### src/rtl/reg_mem_pkg.sv
// Shared constants for the register-file memory: default word width and
// address width, reused as parameter defaults by reg_mem and reg_mem_word.
package reg_mem_pkg;
  localparam int DATA_WIDTH_DEF = 8;
  localparam int ADDR_BITS_DEF  = 5;
endpackage

### src/rtl/reg_mem_word.sv
// One storage word: a DATA_WIDTH register that clears on synchronous reset
// and loads d when its decoded write enable is high.
module reg_mem_word
  import reg_mem_pkg::*;
#(
  parameter int DATA_WIDTH = DATA_WIDTH_DEF
) (
  input  logic                  clk,
  input  logic                  rst,
  input  logic                  we,
  input  logic [DATA_WIDTH-1:0] d,
  output logic [DATA_WIDTH-1:0] q
);

  // Reset wins over a coincident write.
  always_ff @(posedge clk) begin
    if (rst) begin
      q <= '0;
    end else if (we) begin
      q <= d;
    end
  end

endmodule

### src/rtl/reg_mem.sv
// Register-file memory: 2**ADDR_BITS words, one-hot qualified write decode,
// synchronous write, combinational read of the addressed word.
module reg_mem
  import reg_mem_pkg::*;
#(
  parameter int DATA_WIDTH = DATA_WIDTH_DEF,
  parameter int ADDR_BITS  = ADDR_BITS_DEF
) (
  input  logic [ADDR_BITS-1:0]  addr,
  input  logic [DATA_WIDTH-1:0] data_in,
  input  logic                  wen,
  input  logic                  clk,
  output logic [DATA_WIDTH-1:0] data_out,
  input  logic                  rst
);

  localparam int DEPTH = 1 << ADDR_BITS;

  logic [DEPTH-1:0]      word_we;
  logic [DATA_WIDTH-1:0] word_q [DEPTH];

  // Address is already ADDR_BITS wide, so wider drivers wrap at the port.
  always_comb begin
    word_we = '0;
    for (int i = 0; i < DEPTH; i++) begin
      word_we[i] = wen && (addr == ADDR_BITS'(i));
    end
  end

  for (genvar g = 0; g < DEPTH; g++) begin : g_word
    reg_mem_word #(
      .DATA_WIDTH(DATA_WIDTH)
    ) u_word (
      .clk (clk),
      .rst (rst),
      .we  (word_we[g]),
      .d   (data_in),
      .q   (word_q[g])
    );
  end

  assign data_out = word_q[addr];

endmodule

### config.mk
export PLATFORM = sky130hd
export DESIGN_NAME = reg_mem
export DESIGN_NICKNAME = d
export VERILOG_FILES = /design/src/rtl/reg_mem_pkg.sv /design/src/rtl/reg_mem_word.sv /design/src/rtl/reg_mem.sv
export SDC_FILE = /design/constraint.sdc
export NUM_CORES = 1
export LEC_CHECK = 0
export BUFFER_PORTS_ARGS = -buffer_cell sky130_fd_sc_hd__buf_2
export CAP_MARGIN = 20
export CELL_PAD_IN_SITES_DETAIL_PLACEMENT = 0
export CELL_PAD_IN_SITES_GLOBAL_PLACEMENT = 1
export CORE_UTILIZATION = 44
export CTS_CLUSTER_SIZE = 25
export DETAILED_ROUTE_END_ITERATION = 10
export GPL_TIMING_DRIVEN = 0
export HOLD_SLACK_MARGIN = 0.02
export PLACE_DENSITY = 0.76
export RECOVER_POWER = 25
export SETUP_SLACK_MARGIN = 0.4
export SLEW_MARGIN = 15
export SYNTH_ARGS = -nofsm -noshare
export SYNTH_HDL_FRONTEND = slang
export SYNTH_SLANG_ARGS = --single-unit
### constraint.sdc
create_clock -name clk -period 2 [get_ports clk]
set_input_delay 0.3 -clock clk [delete_from_list [all_inputs] [get_ports clk]]
set_output_delay 0.3 -clock clk [all_outputs]
set_load 0.05 [all_outputs]
==> flow_results.org, run 1 <==
** Synth
- Avg Inst Size Synth :: a little over 9 sq um
- Post-synth top area share :: 44.5%
- Fraction of synthesized cell area in xor and xnor cells :: 0%
- Library cells used by synthesis :: 38
- Largest family of logic cells by synthesized area :: multiplexers
- The number of nets in the synthesized netlist is 1266.
- Synthesized instance count :: around 1300
- Mux share of post-synthesis cell area :: 23.3%
- The biggest area contributor in the post-synthesis netlist is dfxtp_1.
- Adder and majority cell fraction of the synthesized area :: 0%
- Yosys printed 0 warnings.
- Count of flip-flops with a built-in enable after synthesis :: 0
- In the synthesized netlist the dominant register cell turns out to be dfxtp_1.
- Synth top area cells :: dfxtp_1, mux2i_1, mux4_2, a21oi_1, nand2_1
- Synth cell count leaders :: dfxtp_1, nand2_1, mux2i_1, a21oi_1, nor2_1
- In this run, synthesis produced a sequential element count of ~260.
- Summing the areas of all compound-gate instances in the mapped netlist gives 11.8% of the synthesized area.
- Netlist area before placement :: around 12000 sq um
- For this run, asynchronously set or reset flops after synthesis account for 0%.
- Of the total synthesized cell area, the portion taken by AND, OR, NAND and NOR gates is approximately 16%.
- Of the synthesized area, sequential elements account for between 40% and 50%.
- Among all cell types in the netlist, the one instantiated most often is dfxtp_1.

** STA
- Setup violations remaining at the end of the flow were counted as 16.
- Unrepaired setup endpoints after global routing :: true
- For the final routed database, the setup TNS stands at -3.30 ns.
- Measured against its own limit, the worst slew margin works out to a little under two fifths.
- Final period util :: 124%
- Upper clock frequency limit :: around 400 MHz
- Transition time at the pin with the least slew margin :: approximately 0.94 ns
- Slew Viols, Final :: 0
- For the finished layout, the period the worst path requires is about 2.5 ns.
- In the post-route analysis, the smallest setup slack over all paths is -0.484 ns.
- Setup clock skew after layout :: 0 ns
- Final hold violation count :: 0

** Critical path
- Counting cells, the worst reg-to-reg path comes to 2.
- Worst r2r dst :: g_word[23].u_word.q[1]
- At the worst endpoint, the required time is 1.70 ns.
- Buffering stage count on the worst path with inverters included :: 1
- The worst setup path is captured at a primary output.
- Worst path cell trace :: mux4_2 > a221o_1 > a21oi_4 > a31oi_4 > buf_6
- Max stage delay on crit path :: 0.51 ns
- Slowest stage cell on the critical path :: mux4_2
- On the critical path the largest part of the delay comes from compound AO/OA/AOI/OAI gates.
- STA classifies the critical path startpoint as a flop.
- Critical-path maximum fanout :: 2
- In this run the critical register-to-register path is launched from g_word[23].u_word.q[1].
- Data arrival time of the critical path :: approximately 2.2 ns
- Startpoint-to-endpoint class of the critical path :: flop to primary output
- Reg2reg setup slack :: between 1 and 1.5 ns

** Route
- Remaining design rule violation count :: 0
- Wires add up to between 40 and 50 mm.
- Post-detailed-route count of antenna-violating nets :: 0
- Initial detailed-routing violation count :: about 940
- Per-cell via count in the routed design :: between 5 and 6
- For this block, the via count after detailed routing is 9939.
- Wire length per cell after detailed routing :: ~24 um
- The first detailed-routing pass took 5 iterations.

** Finish
- Final cell count without fillers :: approximately 1700
- Registers take slightly above 5000 sq um.
- The register with the most flip-flops in the layout has roughly 260 of them.
- Area Overhead vs Synth :: 22.1%
- Number of fill cells :: 2350
- 0 antenna diodes ended up in the layout.
- Number of nets in the final layout :: ~1300
- Footprint of the multi-input gates :: 6310 sq um
- More flip-flops sit in one register than any other, and that register is g_word.u_word.q.
- The post-route netlist has between 20% and 30% of its cells at a drive strength greater than 1.
- The largest registers in the layout are g_word.u_word.q: 256 flops.

** Pwr
- IR analysis of the VDD net gives a maximum drop of just over 0.8 mV.
- Internal power of the cells :: ~8800 uW
- Switching component of the power :: approximately 2900 uW
- Power Dens Cells :: between 800 and 900 nW/um^2
- Registers are responsible for 43.8% of the overall power.
- Part of the power in the clock network :: 47.1%
- Combinational logic is responsible for 9.1% of the overall power.
- For this design the static power due to leakage is ~0.005 uW.
- Net switching is about a quarter of the power.

** Global routing
- Global routing used 30.7% of the available tracks across all layers.
- After global routing the overflow that remains totals 0.
- The initial antenna violation count was 0.
- Number of global-route vias before repair :: roughly 9100
- First-pass GRT wire length :: 59.8 mm
- Largest net degree at the start of global routing :: 15

** Die
- In this run the standard cell core region covers around 25000 sq um.
- Die Width :: approximately 160 um
- Starting density of the core :: about 45%
- The die covers about 27000 sq um.
- Vert. Die Dim :: about 160 um
- 24 I/O pins were placed.
- The initialized floorplan defines between 50 and 60 standard-cell rows.

** Worst hold path
- For hold timing, the worst endpoint is g_word[9].u_word.q[2].
- Path type of the worst min-delay path :: input port to flop
- Worst Hold Launch :: data_in[2]
- Cell count of the worst hold path :: 3

** Placed design
- The congestion estimate from routability-driven global placement came to 0.971.
- Number of port buffers :: 20
- Placed wire-length estimate after detailed placement :: roughly 29 mm
- Number of instances in the placed design :: between 1500 and 2000

** Clock network
- Clock tree from TritonCTS :: yes
- The clock passes through at most 3 buffers.
- The later pin in the worst-skew pair is clocked with a latency of ~0.56 ns.
- Total number of clock tree sinks :: 256
- The number of hold buffers added after CTS was 0.
- Root buffer cell :: clkbuf_16
- CTS built an H-tree with a depth of 1.
- Num CTS Buffers :: 29
- CTS clk-pin slew, worst paths :: approximately 0.06 ns

** Status
- The run finished, with violations left.
- Violated checks :: setup timing

** Flow run
- The tool flagged a number of max-cap violations equal to 0.
[metal layers]
layer / vias up / wire length, um / GRT usage (%)
li1: 4555 / - / -
met1: 4931 / 18200 / 44.3
met2: 383 / 17800 / 45.9
met3: 70 / 3800 / 6.14
met4: 0 / 1150 / 9.76
met5: - / 0 / 0
[repair_timing]
action	in CTS	in global routing
setup buffers	8	19
gates cloned	0	3
endpoints found under the setup margin	63	171
pin swaps	14	15
gates resized for setup	72	59
[metrics by stage]
| stage | util (%) | worst slack (ns) | hold slack, ns | power [uW] | cell area (sq um) |
|---|---|---|---|---|---|
| CTS | 54.1 | -0.477 | 0.0382 | 11700 | 13700 |
| global placement | 48.8 | -0.729 | 0.439 | 6190 | 12400 |
| global route | 55.3 | -0.516 | 0.0557 | 12100 | 14000 |
| detailed placement | 48.8 | -0.733 | 0.444 | 6200 | 12400 |
| finish | 55.3 | -0.484 | 0.0607 | 11800 | 14000 |
| floorplan | - | 0.136 | 0.433 | 5870 | 11900 |
[worst register-to-register path: cells and delay by family, from the launching register on]
family	cells	cell delay (ns)
flops	1	0.41
compound gates	2	0.28
[cells by family after synthesis]
| group | Yosys count |
|---|---|
| AO/OA/AOI/OAI | 245 |
| buffers and inverters | 116 |
| flip-flops | 256 |
| multiplexers | 212 |
| AND/OR/NAND/NOR | 421 |
[worst max-delay path by stage]
stage                                      start     endpoint  cells past startpoint
after global placement                   addr[1]  data_out[5]                     10
after detailed placement                 addr[1]  data_out[5]                     10
after floorplan                          addr[1]  data_out[3]                      7
final                      g_word[6].u_word.q[3]  data_out[3]                      5
after global routing      g_word[14].u_word.q[6]  data_out[6]                      5
after CTS                  g_word[4].u_word.q[3]  data_out[3]                      5
[cell usage in the layout, fill, tap and decap left out, drive strengths merged, types with 8 or more instances in the layout]
cell type	instances
a21oi	143
a22oi	8
buf	69
clkbuf	136
dfxtp	256
mux2	11
mux2i	157
mux4	44
nand2	164
nand3	81
nor2	148
o21ai	64
[layout make-up]
cell class / instances / share of cell area [%]
Buffer: 115 / 4.91
Clock buffer: 43 / 5.83
Clock inverter: 11 / 1.17
Inverter: 1 / 0.0267
Multi-Input combinational cell: 878 / 44.9
Sequential cell: 256 / 36.7
Tap cell: 330 / 2.94
Timing Repair Buffer: 50 / 3.57
[power groups by stage]
stage | clock, uW | combinational [uW] | sequential, uW
2_1_floorplan | 0 | 606 | 5260
3_3_place_gp | 0 | 925 | 5270
3_5_place_dp | 0 | 927 | 5270
4_1_cts | 5580 | 988 | 5160
5_1_grt | 5830 | 1110 | 5160
6_report | 5550 | 1070 | 5160
Note: power is estimated with default switching activity, not from simulation.
==> run 2, diff against run 1 <==
--- a/config.mk
+++ b/config.mk
@@ -7,14 +7,12 @@
 export LEC_CHECK = 0
 export BUFFER_PORTS_ARGS = -buffer_cell sky130_fd_sc_hd__buf_2
 export CAP_MARGIN = 20
-export CELL_PAD_IN_SITES_DETAIL_PLACEMENT = 0
-export CELL_PAD_IN_SITES_GLOBAL_PLACEMENT = 1
-export CORE_UTILIZATION = 44
+export CORE_UTILIZATION = 54
 export CTS_CLUSTER_SIZE = 25
 export DETAILED_ROUTE_END_ITERATION = 10
 export GPL_TIMING_DRIVEN = 0
 export HOLD_SLACK_MARGIN = 0.02
-export PLACE_DENSITY = 0.76
+export PLACE_DENSITY = 0.71
 export RECOVER_POWER = 25
 export SETUP_SLACK_MARGIN = 0.4
 export SLEW_MARGIN = 15
==> constraint.sdc (replaced) <==
create_clock -name clk -period 2.9 [get_ports clk]
set_input_delay 0.435 -clock clk [delete_from_list [all_inputs] [get_ports clk]]
set_output_delay 0.435 -clock clk [all_outputs]
set_load 0.05 [all_outputs]
==> flow_results.org, run 2 (synthesized netlist as in run 1, its figures left out) <==
** Status
- Outcome: finished clean (was finished, violations left).

** Flow run
- Number of max-cap violations :: 0 (unchanged)

** Placed design
- Placed wire-length estimate after detailed placement :: 26.8 mm (was 28.6 mm)
- Number of instances in the placed design :: 1545 (was 1600)
- Weighted congestion reported at the end of routability-driven placement :: 1.01 (was 0.971)
- The setup slack after placement is -0.312 ns (was -0.733 ns).
- The cell area reported after detailed placement came to 12000 sq um (was 12400 sq um).
- The number of buffers added on ports is 20 (unchanged).

** Route
- The post-detailed-route DRC marker count is 0 (unchanged).
- The total length of routed wires came to 38.2 mm (was 41.0 mm).
- Per-cell via count in the routed design :: 6.29 (was 5.90)
- The average detailed-routed wire length per instance was 23.8 um (was 24.4 um).
- The first-pass iteration count of the detailed router was 7 (was 5).
- The violation count after the first detailed-route iteration came to 1054 (was 935).
- The final antenna-violating net count is 0 (unchanged).
- The count of vias placed by the detailed router was 10100 (was 9939).

** Pwr
- Combinational fraction of design power :: 9.1% (about the same)
- The total leakage power is 0.00463 uW (was 0.00488 uW).
- Switching component of the power :: 1900 uW (was 2950 uW)
- Power Dens Cells :: 565 nW/um^2 (was 839 nW/um^2)
- The share of total power in sequential cells is 46.9% (was 43.8%).
- Highest ir drop seen on vdd :: 0.453 mV (was 0.827 mV)
- Part of the power in the clock network :: 44.0% (was 47.1%)
- The internal power contribution came to 5680 uW (was 8830 uW).
- Sw frac :: 25.0% (about the same)

** Die
- Vert. Die Dim :: 148 um (was 164 um)
- Starting density of the core :: 54.9% (was 45.3%)
- The standard cell core area came to 21000 sq um (was 25400 sq um).
- The count of boundary I/O pins came to 24 (unchanged).
- The floorplan die area was 21900 sq um (was 26800 sq um).
- The number of placement rows was 53 (was 58).
- Die Width :: 148 um (was 164 um)

** STA
- The smallest clock period supported by the final layout is computed as ~2.7 ns.
- Setup clock skew after layout :: 0 ns (unchanged)
- The worst-case headroom to the max-slew limit came to 39.0% (was 37.5%).
- Sum Neg Setup Slack :: 0 ns (was -3.30 ns)
- Final period util :: between 90 and 100%
- The slack of the critical path was 0.151 ns (was -0.484 ns).
- The hold violation total from the final report was 0 (unchanged).
- The slew of the pin with the lowest slew margin is 0.911 ns (was 0.937 ns).
- Unrepaired setup endpoints after global routing: true (unchanged).
- Upper clock frequency limit :: 364 MHz
- The number of slew-limit violations in the final report came to 0 (unchanged).
- The number of setup violations in the final report was 0 (was 16).

** Finish
- The fraction of final layout cells with drive strength greater than 1 is 16.6% (was 20.2%).
- Most used cells in the layout excluding fill and tap cells: dfxtp_1, nand2_1, mux2i_1, nor2_1, a21oi_1 (was dfxtp_1, nand2_1, mux2i_1, a21oi_1, nor2_1).
- Registers with the highest flip-flop counts :: g_word.u_word.q: 256 flops (unchanged)
- Register ranked first by flip-flop count :: g_word.u_word.q (unchanged)
- Final non-filler cell area :: 13400 sq um (was 14000 sq um)
- The post-layout instance count excluding filler cells was 1604 (was 1684).
- The number of flip-flops under the largest register name was 256 (unchanged).
- Number of nets in the final layout :: 1327 (was 1347)
- Most common cell after layout, fill and taps aside :: dfxtp_1 (unchanged)
- Number of antenna diodes :: 0 (unchanged)
- The area growth from synthesis to layout is 16.7% (was 22.1%).
- Final Core Density :: 64.1% (was 55.3%)
- The total of fill cells in the finished design came to 1784 (was 2350).

** Global routing
- The first-pass GRT wire length was 57.5 mm (was 59.8 mm).
- Number of global-route vias before repair :: 9369 (was 9127)
- The residual overflow from global routing came to 0 (unchanged).
- Antenna violations before repair :: 0 (unchanged)
- The maximum number of pins on one net before global-route repair came to 14 (was 15).
- Global-route total usage across every layer :: 35.1% (was 30.7%)

** Critical path
- The classification of the worst setup path is input port to primary output (was flop to primary output).
- The startpoint type of the worst setup path was an input port (was flop).
- The endpoint class of the critical path is a primary output (unchanged).
- Critical-path maximum fanout :: 8 (was 2)
- Data arrival time of the critical path :: 2.31 ns (was 2.18 ns)
- The endpoint required time on the critical path was 2.47 ns (was 1.70 ns).

** Worst hold path
- Path type of the worst min-delay path :: input port to flop (unchanged)

** Clock network
- Clock tree from TritonCTS :: yes (unchanged)
- The number of CTS-inserted buffers was 27 (was 29).
- The clock edge transition at the registers on the reported setup and hold paths is 0.06 ns (about the same).
- Total number of clock tree sinks :: 256 (unchanged)
- The latest clock arrival within the worst-skew pair was 0.54 ns (was 0.56 ns).
- Clock Path Buffers :: 3 (unchanged)
- The clock root buffer master is clkbuf_16 (unchanged).
- The H-tree depth came to 1 (unchanged).
- The number of buffers inserted by hold repair at cts was 0 (unchanged).
## run 2: changes by cell type in the layout (fill, tap and decap cells not counted), sizes merged
cell / change
buf: -12
clkbuf: -7
bufinv: -3
dlymetal6s2s: -3
bufbuf: +1
inv: -1
## run 2: per-layer routing
layer / track usage, % / vias up / part of all wire, %
li1: - / 4508 / -
met3: 6.27 / 113 / 11
met4: 13.9 / 0 / 4.2
met2: 52.3 / 607 / 43
met5: 0 / - / 0
met1: 50.3 / 4865 / 41
## run 2: layout make-up
cell class                 instances  area, sq um  share of cell area (%)
buffer                           115          657                    4.89
tap                              275          344                    2.56
inverter                           1         3.75                  0.0280
clock inverter                     7         65.1                   0.485
sequential                       256         5130                    38.2
multi-input combinational        878         6130                    45.7
clock buffer                      40          774                    5.77
timing repair buffer              32          318                    2.37
## run 2: final timing paths
| path | end | start | cells past startpoint | slack (ns) |
|---|---|---|---|---|
| worst min register to register | g_word[6].u_word.q[2] | g_word[6].u_word.q[2] | 2 | 0.45 |
| worst min-delay path | g_word[8].u_word.q[0] | data_in[0] | 3 | 0.22 |
| worst max register to register | g_word[18].u_word.q[4] | g_word[18].u_word.q[4] | 2 | 2.16 |
| worst max-delay path | data_out[7] | addr[1] | 9 | 0.15 |
## run 2: what timing repair did
action	in CTS	in global routing
cloned	3	0
pin swaps	13	6
hold endpoints to repair	0	0
setup endpoints to repair	8	8
resized for setup	112	27
setup buffers	8	1
## run 2: worst max-delay path, stage by stage
cell	delay, ns
clkbuf_1	0.20
buf_12	0.18
buf_12	0.14
buf_6	0.11
mux4_2	0.49
mux2_4	0.29
a21oi_4	0.18
a31oi_2	0.08
buf_6	0.19
## run 2: power by group through the flow
stage,clock network [uW],logic (uW),registers (uW)
after floorplan,0,374,3630
after global placement,0,577,3630
after detailed placement,0,579,3630
after CTS,3340,663,3560
after global routing,3500,714,3560
final,3330,692,3560
## run 2: through the flow
stage	hold slack [ns]	power, uW
floorplan	0.433	4000
global placement	0.438	4210
detailed placement	0.445	4210
CTS	0.210	7560
global route	0.226	7770
finish	0.222	7580
